## src/rtl/class_argmax_pkg.sv

```systemverilog
// Shared types for the class argmax block.
// Holds the FSM state encoding and a width helper.
package class_argmax_pkg;

    typedef enum logic [1:0] {
        ST_IDLE = 2'd0,
        ST_SCAN = 2'd1,
        ST_DONE = 2'd2
    } argmax_state_t;

    // Index width for n items, never below one bit.
    function automatic int idx_width(input int n);
        return (n > 1) ? $clog2(n) : 1;
    endfunction

endpackage

```

## src/rtl/class_argmax.sv

```systemverilog
// Sequential argmax over CLASS_NUM signed class sums.
// Ports: clk, rst_n (async low), adder_done, class_sums[] in;
//        pred_class, max_sum, pred_valid, busy, overrun out.
module class_argmax
    import class_argmax_pkg::*;
#(
    parameter int CLASS_NUM     = 10,
    parameter int WEIGHT_LENGTH = 14,
    parameter int CLASS_IDX_W   = idx_width(CLASS_NUM)
) (
    input  logic                            clk,
    input  logic                            rst_n,
    input  logic                            adder_done,
    input  logic signed [WEIGHT_LENGTH-1:0] class_sums [CLASS_NUM],
    output logic        [CLASS_IDX_W-1:0]   pred_class,
    output logic signed [WEIGHT_LENGTH-1:0] max_sum,
    output logic                            pred_valid,
    output logic                            busy,
    output logic                            overrun
);

    // Counter must also hold the value 1 when CLASS_NUM is 1.
    localparam int              CNT_W = idx_width(CLASS_NUM + 1);
    localparam logic [CNT_W-1:0] LAST = CNT_W'(CLASS_NUM - 1);

    argmax_state_t                   r_state;
    logic                            r_adder_done_q;
    logic [CNT_W-1:0]                r_cnt;
    logic signed [WEIGHT_LENGTH-1:0] r_sums [CLASS_NUM];
    logic signed [WEIGHT_LENGTH-1:0] r_cur_max;
    logic [CLASS_IDX_W-1:0]          r_cur_idx;
    logic [CLASS_IDX_W-1:0]          r_pred_class;
    logic signed [WEIGHT_LENGTH-1:0] r_max_sum;
    logic                            r_pred_valid;
    logic                            r_busy;
    logic                            r_overrun;

    logic                            w_rise;
    logic signed [WEIGHT_LENGTH-1:0] w_cand;
    logic                            w_greater;
    logic signed [WEIGHT_LENGTH-1:0] w_nxt_max;
    logic [CLASS_IDX_W-1:0]          w_nxt_idx;

    assign w_rise = adder_done & ~r_adder_done_q;

    // Candidate selected by counter; compare-mux avoids an
    // index wider than the array needs.
    always_comb begin
        w_cand = r_sums[0];
        for (int i = 0; i < CLASS_NUM; i++) begin
            if (r_cnt == CNT_W'(i)) w_cand = r_sums[i];
        end
    end

    // Strictly greater keeps the lowest index on ties.
    assign w_greater = (w_cand > r_cur_max);
    assign w_nxt_max = w_greater ? w_cand : r_cur_max;
    assign w_nxt_idx = w_greater ? CLASS_IDX_W'(r_cnt) : r_cur_idx;

    always_ff @(posedge clk or negedge rst_n) begin
        if (!rst_n) begin
            r_state        <= ST_IDLE;
            r_adder_done_q <= 1'b0;
            r_cnt          <= '0;
            r_cur_max      <= '0;
            r_cur_idx      <= '0;
            r_pred_class   <= '0;
            r_max_sum      <= '0;
            r_pred_valid   <= 1'b0;
            r_busy         <= 1'b0;
            r_overrun      <= 1'b0;
            for (int i = 0; i < CLASS_NUM; i++) r_sums[i] <= '0;
        end else begin
            r_adder_done_q <= adder_done;
            r_pred_valid   <= 1'b0;
            unique case (r_state)
                ST_IDLE: begin
                    if (w_rise) begin
                        for (int i = 0; i < CLASS_NUM; i++) begin
                            r_sums[i] <= class_sums[i];
                        end
                        r_cur_max <= class_sums[0];
                        r_cur_idx <= '0;
                        r_cnt     <= CNT_W'(1);
                        r_busy    <= 1'b1;
                        if (CLASS_NUM > 1) begin
                            r_state <= ST_SCAN;
                        end else begin
                            r_state      <= ST_DONE;
                            r_pred_valid <= 1'b1;
                            r_pred_class <= '0;
                            r_max_sum    <= class_sums[0];
                        end
                    end
                end
                ST_SCAN: begin
                    if (w_rise) r_overrun <= 1'b1;
                    r_cur_max <= w_nxt_max;
                    r_cur_idx <= w_nxt_idx;
                    r_cnt     <= r_cnt + CNT_W'(1);
                    if (r_cnt == LAST) begin
                        r_state      <= ST_DONE;
                        r_pred_valid <= 1'b1;
                        r_pred_class <= w_nxt_idx;
                        r_max_sum    <= w_nxt_max;
                    end
                end
                ST_DONE: begin
                    // An edge here is dropped, not captured.
                    if (w_rise) r_overrun <= 1'b1;
                    r_state <= ST_IDLE;
                    r_busy  <= 1'b0;
                end
                default: begin
                    r_state <= ST_IDLE;
                    r_busy  <= 1'b0;
                end
            endcase
        end
    end

    assign pred_class = r_pred_class;
    assign max_sum    = r_max_sum;
    assign pred_valid = r_pred_valid;
    assign busy       = r_busy;
    assign overrun    = r_overrun;

endmodule

```

## config.mk

```make
export PLATFORM = sky130hd
export DESIGN_NAME = class_argmax
export DESIGN_NICKNAME = d
export VERILOG_FILES = /design/src/rtl/class_argmax_pkg.sv /design/src/rtl/class_argmax.sv
export SDC_FILE = /design/constraint.sdc
export NUM_CORES = 1
export LEC_CHECK = 0
export CAP_MARGIN = 0
export CORE_MARGIN = 1.5
export CORE_UTILIZATION = 42
export CTS_BUF_LIST = sky130_fd_sc_hd__clkbuf_8
export DETAILED_ROUTE_END_ITERATION = 12
export GPL_TIMING_DRIVEN = 0
export PLACE_DENSITY = 0.66
export SKIP_LAST_GASP = 1
export SYNTH_ARGS = -nofsm -noshare
export SYNTH_HDL_FRONTEND = slang
export SYNTH_SLANG_ARGS = --single-unit
```

## constraint.sdc

```tcl
create_clock -name clk -period 5.35 [get_ports clk]
set_input_delay 1.605 -clock clk [delete_from_list [all_inputs] [get_ports clk]]
set_output_delay 1.605 -clock clk [all_outputs]
set_load 0.005 [all_outputs]
```

== Word level (Yosys, flattened, before mapping) ==
Index checks and enable logic that the tools add are counted.

* Add/subtract/negate cells: 1
* Order comparisons: 1
* Equal/unequal tests: 13
* Multiplexer cells: 24
* Bitwise gates (word level): 3
* Reductions and logical operators: 9

{| class="wikitable"
|+ Operators by type and width
! operator !! count
|-
| $mux 14 || 11
|-
| $pmux 14 s2 || 1
|-
| $eq 4x3->1 const B || 4
|-
| $pmux 4 s2 || 2
|-
| $gt 14x14->1 || 1
|-
| $mux 4 || 3
|-
| $reduce_and 2->1 || 6
|-
| $eq 4x2->1 const B || 2
|-
| $eq 4x4->1 const B || 2
|-
| $add 4x1->4 const B || 1
|-
| $eq 4x1->1 const B || 1
|-
| $mux 2 || 2
|-
| $ne 2x2->1 const B || 2
|-
| $pmux 2 s2 || 1
|-
| $mux 1 || 3
|-
| $eq 2x1->1 const B || 1
|-
| $eq 2x2->1 const B || 1
|-
| $logic_not 2->1 || 1
|-
| $not 1->1 || 2
|-
| $pmux 1 s2 || 1
|-
| $reduce_bool 2->1 || 1
|-
| $reduce_or 2->1 || 1
|-
| $and 1x1->1 || 1
|}

* Bits in registers: 186
* Input bits: 143
* Output and inout bits: 21
* Word-level logic and storage cells: 71

== Depth between registers and ports, before layout ==
* Word-level depth: 13
* Gate-level depth with buffers: 18
* Depth with buffers taken out: 15

== Worst setup path after synthesis ==
No wires, ideal clock.

* Path type: reg-to-reg
* From: reg r_cnt[0]
* To: reg r_cur_idx[0]
* Library setup time: 0.121 ns
* Arrival: 3.449 ns
* Data required time: 5.229 ns
* Setup slack: 1.780 ns
* Stages on the path, launching flop included: 17
* Buffers on the path: 2
* Period minus slack after synthesis: 3.570 ns
* Cells stage by stage: dfrtp_1 inv_1 ha_1 inv_1 clkbuf_1 o22ai_1 a211oi_1 and3b_1 a211oi_2 ha_1 a21o_1 a2111oi_2 o21ai_1 o21a_1 and2_4 buf_6 a22o_1

* Word-level cells in the longest chain between the ends: 13
* Elaborated cells on any way between the ends: 21
* Those cells by class: order compare: 1; eq/ne: 9; mux: 11

{| class="wikitable"
|+ Ends and longest elaborated chain
! element !! RTL line !! text
|-
| start: declaration || class_argmax.sv:28 || <nowiki>logic [CNT_W-1:0] r_cnt;</nowiki>
|-
| start signal: assignment || class_argmax.sv:100 || <nowiki>r_cnt <= r_cnt + CNT_W'(1);</nowiki>
|-
| $eq 4x1->1 || class_argmax.sv:51 || <nowiki>if (r_cnt == CNT_W'(i)) w_cand = r_sums[i];</nowiki>
|-
| $mux 14 (9 in series) || class_argmax.sv:51 ||
|-
| $gt 14x14->1 || class_argmax.sv:56 || <nowiki>assign w_greater = (w_cand > r_cur_max);</nowiki>
|-
| $mux 4 * || class_argmax.sv:58 || <nowiki>assign w_nxt_idx = w_greater ? CLASS_IDX_W'(r_cnt) : r_cur_idx;</nowiki>
|-
| $pmux 4 s2 * || class_argmax.sv:76 || <nowiki>unique case (r_state)</nowiki>
|-
| end signal: assignment || class_argmax.sv:99 || <nowiki>r_cur_idx <= w_nxt_idx;</nowiki>
|-
| end: declaration || class_argmax.sv:31 || <nowiki>logic [CLASS_IDX_W-1:0] r_cur_idx;</nowiki>
|}

Mark *: on every way between the ends. The rest lies on a longest branch, timed or not.
A chain may end at the register's enable or synchronous reset.

== Worst setup path after layout ==
* From: reg r_cnt[0]
* To: reg r_cur_max[12]

* Word-level cells in the longest chain between the ends: 13
* Elaborated cells on any way between the ends: 21
* Those cells by class: order compare: 1; eq/ne: 9; mux: 11

{| class="wikitable"
|+ Ends and longest elaborated chain
! element !! RTL line !! text
|-
| $eq 4x1->1 || class_argmax.sv:51 ||
|-
| $mux 14 (8 in series) || class_argmax.sv:51 ||
|-
| $mux 14 * || class_argmax.sv:51 ||
|-
| $gt 14x14->1 || class_argmax.sv:56 ||
|-
| $mux 14 * || class_argmax.sv:57 || <nowiki>assign w_nxt_max = w_greater ? w_cand : r_cur_max;</nowiki>
|-
| $pmux 14 s2 * || class_argmax.sv:76 ||
|-
| end signal: assignment || class_argmax.sv:82 || <nowiki>r_cur_max <= class_sums[0];</nowiki>
|-
| end signal: assignment || class_argmax.sv:98 || <nowiki>r_cur_max <= w_nxt_max;</nowiki>
|-
| end: declaration || class_argmax.sv:30 || <nowiki>logic signed [WEIGHT_LENGTH-1:0] r_cur_max;</nowiki>
|}

Marks and branches as above.

==> flow_summary.yaml <==
final_layout:
  antennaDiodeCount: 0
  layout.nets: 1465
  syn_to_final_growth_pct: 25.4
  fillers: 2090
  drive_gt1_share_pct: 5.55
floorplan:
  die_w_um: 153
  die_h_um: 153
  rows: 54
  dieArea_um2: 23300
  ios: 164
  core_area_um2: 21900
  start_util_pct: 43.0
clock_tree:
  clockBufferDepth: 2
  hold_buffers: 0
  cts.clk_slew.worst_paths_ps: 100
  cts.sinks: 186
  cts_buffers: 17
  cts_repair_resize_count: 0
  clock_latency_ps: 480
  post-cts-setup-buffer-count: 0
  cts_max_level: 4
  root_buffer: "clkbuf_8"
  cts_tree: "yes"
yosys:
  synth.distinct_cells: 60
  syn_area_um2: 9420
  netlist_top_cells_area: "dfrtp_1 (49%), nand2_1 (19%), a21oi_1 (3.1%)"
  ys_ff_latch: 186
  yosysWarnings: 0
  synth_nets: 1282
  netlist_instances: 1119
  synth_edf_count: 0
  async_reset_ff_share_pct: 100
  ys_seq_area_share_pct: 49.4
  avgSynthCellArea_um2: 8.42
  synth_top_cell_area_share_pct: 49.4
  synth_ff_type: "dfrtp_1"
  yosys.area.top_type: "dfrtp_1"
min_path:
  hold_path_class: "register to register"
drt:
  drc: 0
  viasPerCell: 5.29
  drtAntennaViolNets: 0
  wl_per_cell_um: 18.4
  first_iter_violations: 799
  num_vias: 8437
  first_pass_iters: 6
  drt_wl_total_um: 29300
timing:
  period_share_pct: 95.9
  whs_ps: 471
  rsz0062_at_grt: "no"
  setup_tns_ps: 0
  tightestPinTransition_ps: 878
  max_freq_ghz: 0.195
  finalCriticalPeriod_ps: 5130
  slew_viol_final: 0
  timing_hold_violations_final: 0
  maxSlewHeadroom_pct: 40.7
  clock_skew_ps: 14.5
  setup_viol: 0
grt:
  grt_usage_pct: 25.7
  overflow: 0
  grt_max_degree: 123
  grt_pass1_vias: 8413
  antenna_found_initial: 1
  grt_pass1_wl_um: 46700
power_and_ir_drop:
  power_density_nw_per_um2: 625
  ir_drop_v: 0.000304
  leakage_nw: 5.64
flow_run:
  cap_violations: 0
placed_design:
  gp_congestion: 0.914
  dp_hpwl_um: 22700
  port-buffer-count: 163
status:
  status: "finished clean"
critical_path:
  cp_data_required_time_ps: 5730
  criticalPathCategory: "register to register"
  start_kind: "register"
  cp_max_fo: 10
  arrival_ps: 5510
  crit_path_end_kind: "register"
## path summary, 6_finish.rpt
path / from / end / slack [ps] / cells after the start
worst max-delay path: r_cnt[0] / r_cur_max[12] / 220 / 16
worst min-delay path: overrun / overrun / 470 / 1
worst max register to register: r_cnt[0] / r_cur_max[12] / 220 / 16
worst min register to register: overrun / overrun / 470 / 1
max in group asynchronous: rst_n / r_sums[126] / 3290 / 2
min in group asynchronous: rst_n / r_sums[20] / 1060 / 1
## cells in the final DEF (no fill, tap or decap), types with 4 or more instances in the layout
master           count
or3b_1               7
and2_1              10
a21oi_1             59
nand2b_1            15
buf_2               25
dfrtp_1            186
nor2b_1              9
a221oi_1            12
o221ai_1             8
a22o_1               8
o311ai_0             6
inv_1               23
nor2_1              26
o21ai_0             17
clkbuf_8            17
a221o_1              4
a211oi_1            12
and3b_1              5
buf_1                4
clkdlybuf4s50_1    162
a22oi_1              4
clkbuf_1            40
a21o_1              14
o311ai_1             4
inv_6                4
nand2_1            479
mux2i_1             22
ha_1                20
o21a_1               9
o21ai_1             23
o22ai_1             20
## kinds of logic (layout without fill, tap and decap cells)
logic type,count (synthesis),after routing,synth area share [%]
simple gates,572,572,25.0
compound gates,223,223,16.1
flops,186,186,49.4
buf+inv,96,292,4.44
mux,22,22,2.34
fa+ha+maj,20,20,2.66
## metal layers
metal  wire [µm]  part of all wire [%]  track usage, %  up-vias
met2       13500                    46            41.1      295
met4         906                   3.1            9.39        0
met1       13400                    46            35.9     3976
met3        1510                   5.1            3.33       56
met5           0                     0               0        -
li1            -                     -               -     4110
## sequential cells by signal, indices dropped and copies added, names as in the netlist
register / cells
pred_class: 4
r_cur_max: 14
r_state: 2
max_sum: 14
r_sums: 140
busy: 1
pred_valid: 1
r_cur_idx: 4
r_adder_done_q: 1
overrun: 1
r_cnt: 4
## worst max-delay path, cell delays in order, from the launching register on
cell	delay, ps
dfrtp_1	510
inv_1	140
ha_1	310
inv_1	100
clkbuf_1	450
o22ai_1	190
a211oi_1	520
o311ai_0	370
a21oi_1	490
ha_1	350
nand3_1	110
nor4_1	60
a21oi_1	170
o21a_1	310
clkbuf_1	470
nand2_1	210
o32ai_1	240
## synth_stat cells, drive strengths merged, types with 2 or more instances
| master | number |
|---|---|
| nand3b | 3 |
| buf | 34 |
| a21o | 14 |
| a31o | 3 |
| o21a | 9 |
| inv | 22 |
| o221ai | 9 |
| nand4 | 2 |
| and3b | 5 |
| a22o | 8 |
| dfrtp | 186 |
| a221oi | 12 |
| clkbuf | 40 |
| nor3 | 2 |
| nand3 | 3 |
| mux2i | 22 |
| a221o | 4 |
| nor3b | 4 |
| o21ai | 40 |
| or3b | 7 |
| nand2 | 479 |
| o221a | 2 |
| and2 | 14 |
| a2111oi | 2 |
| or2 | 2 |
| nand2b | 15 |
| a22oi | 4 |
| nor2 | 26 |
| a21oi | 60 |
| a211oi | 15 |
| o22ai | 20 |
| o311ai | 10 |
| nor2b | 9 |
| ha | 20 |
## where the power goes
part           leakage, nW  internal [W]  switching (W)
Sequential            2.34       0.00204       0.000517
Combinational         3.11       0.00159        0.00229
Clock                0.196      0.000415       0.000535
Total                 5.64       0.00404        0.00335
## cell type report
class / count / area [µm²] / area share (%)
timing repair buffer: 164 / 1660 / 14.1
clock inverter: 15 / 149 / 1.26
tap: 280 / 350 / 2.96
inverter: 22 / 82.6 / 0.699
multi-input combinational: 837 / 4350 / 36.8
sequential: 186 / 4650 / 39.4
buffer: 74 / 335 / 2.84
clock buffer: 17 / 234 / 1.98
## through the flow
step	setup WS, ps	std cells	power (W)	utilization, %	area (µm²)
floorplan	1780	1119	0.00500	-	9420
detailed placement	377	1563	0.00640	52.2	11400
global route	94.4	1595	0.00792	54.0	11800
finish	220	1595	0.00739	54.0	11800
global placement	-5190	1562	0.00634	52.1	11400
CTS	333	1595	0.00737	54.0	11800
Power figures use the tool's default switching activity.
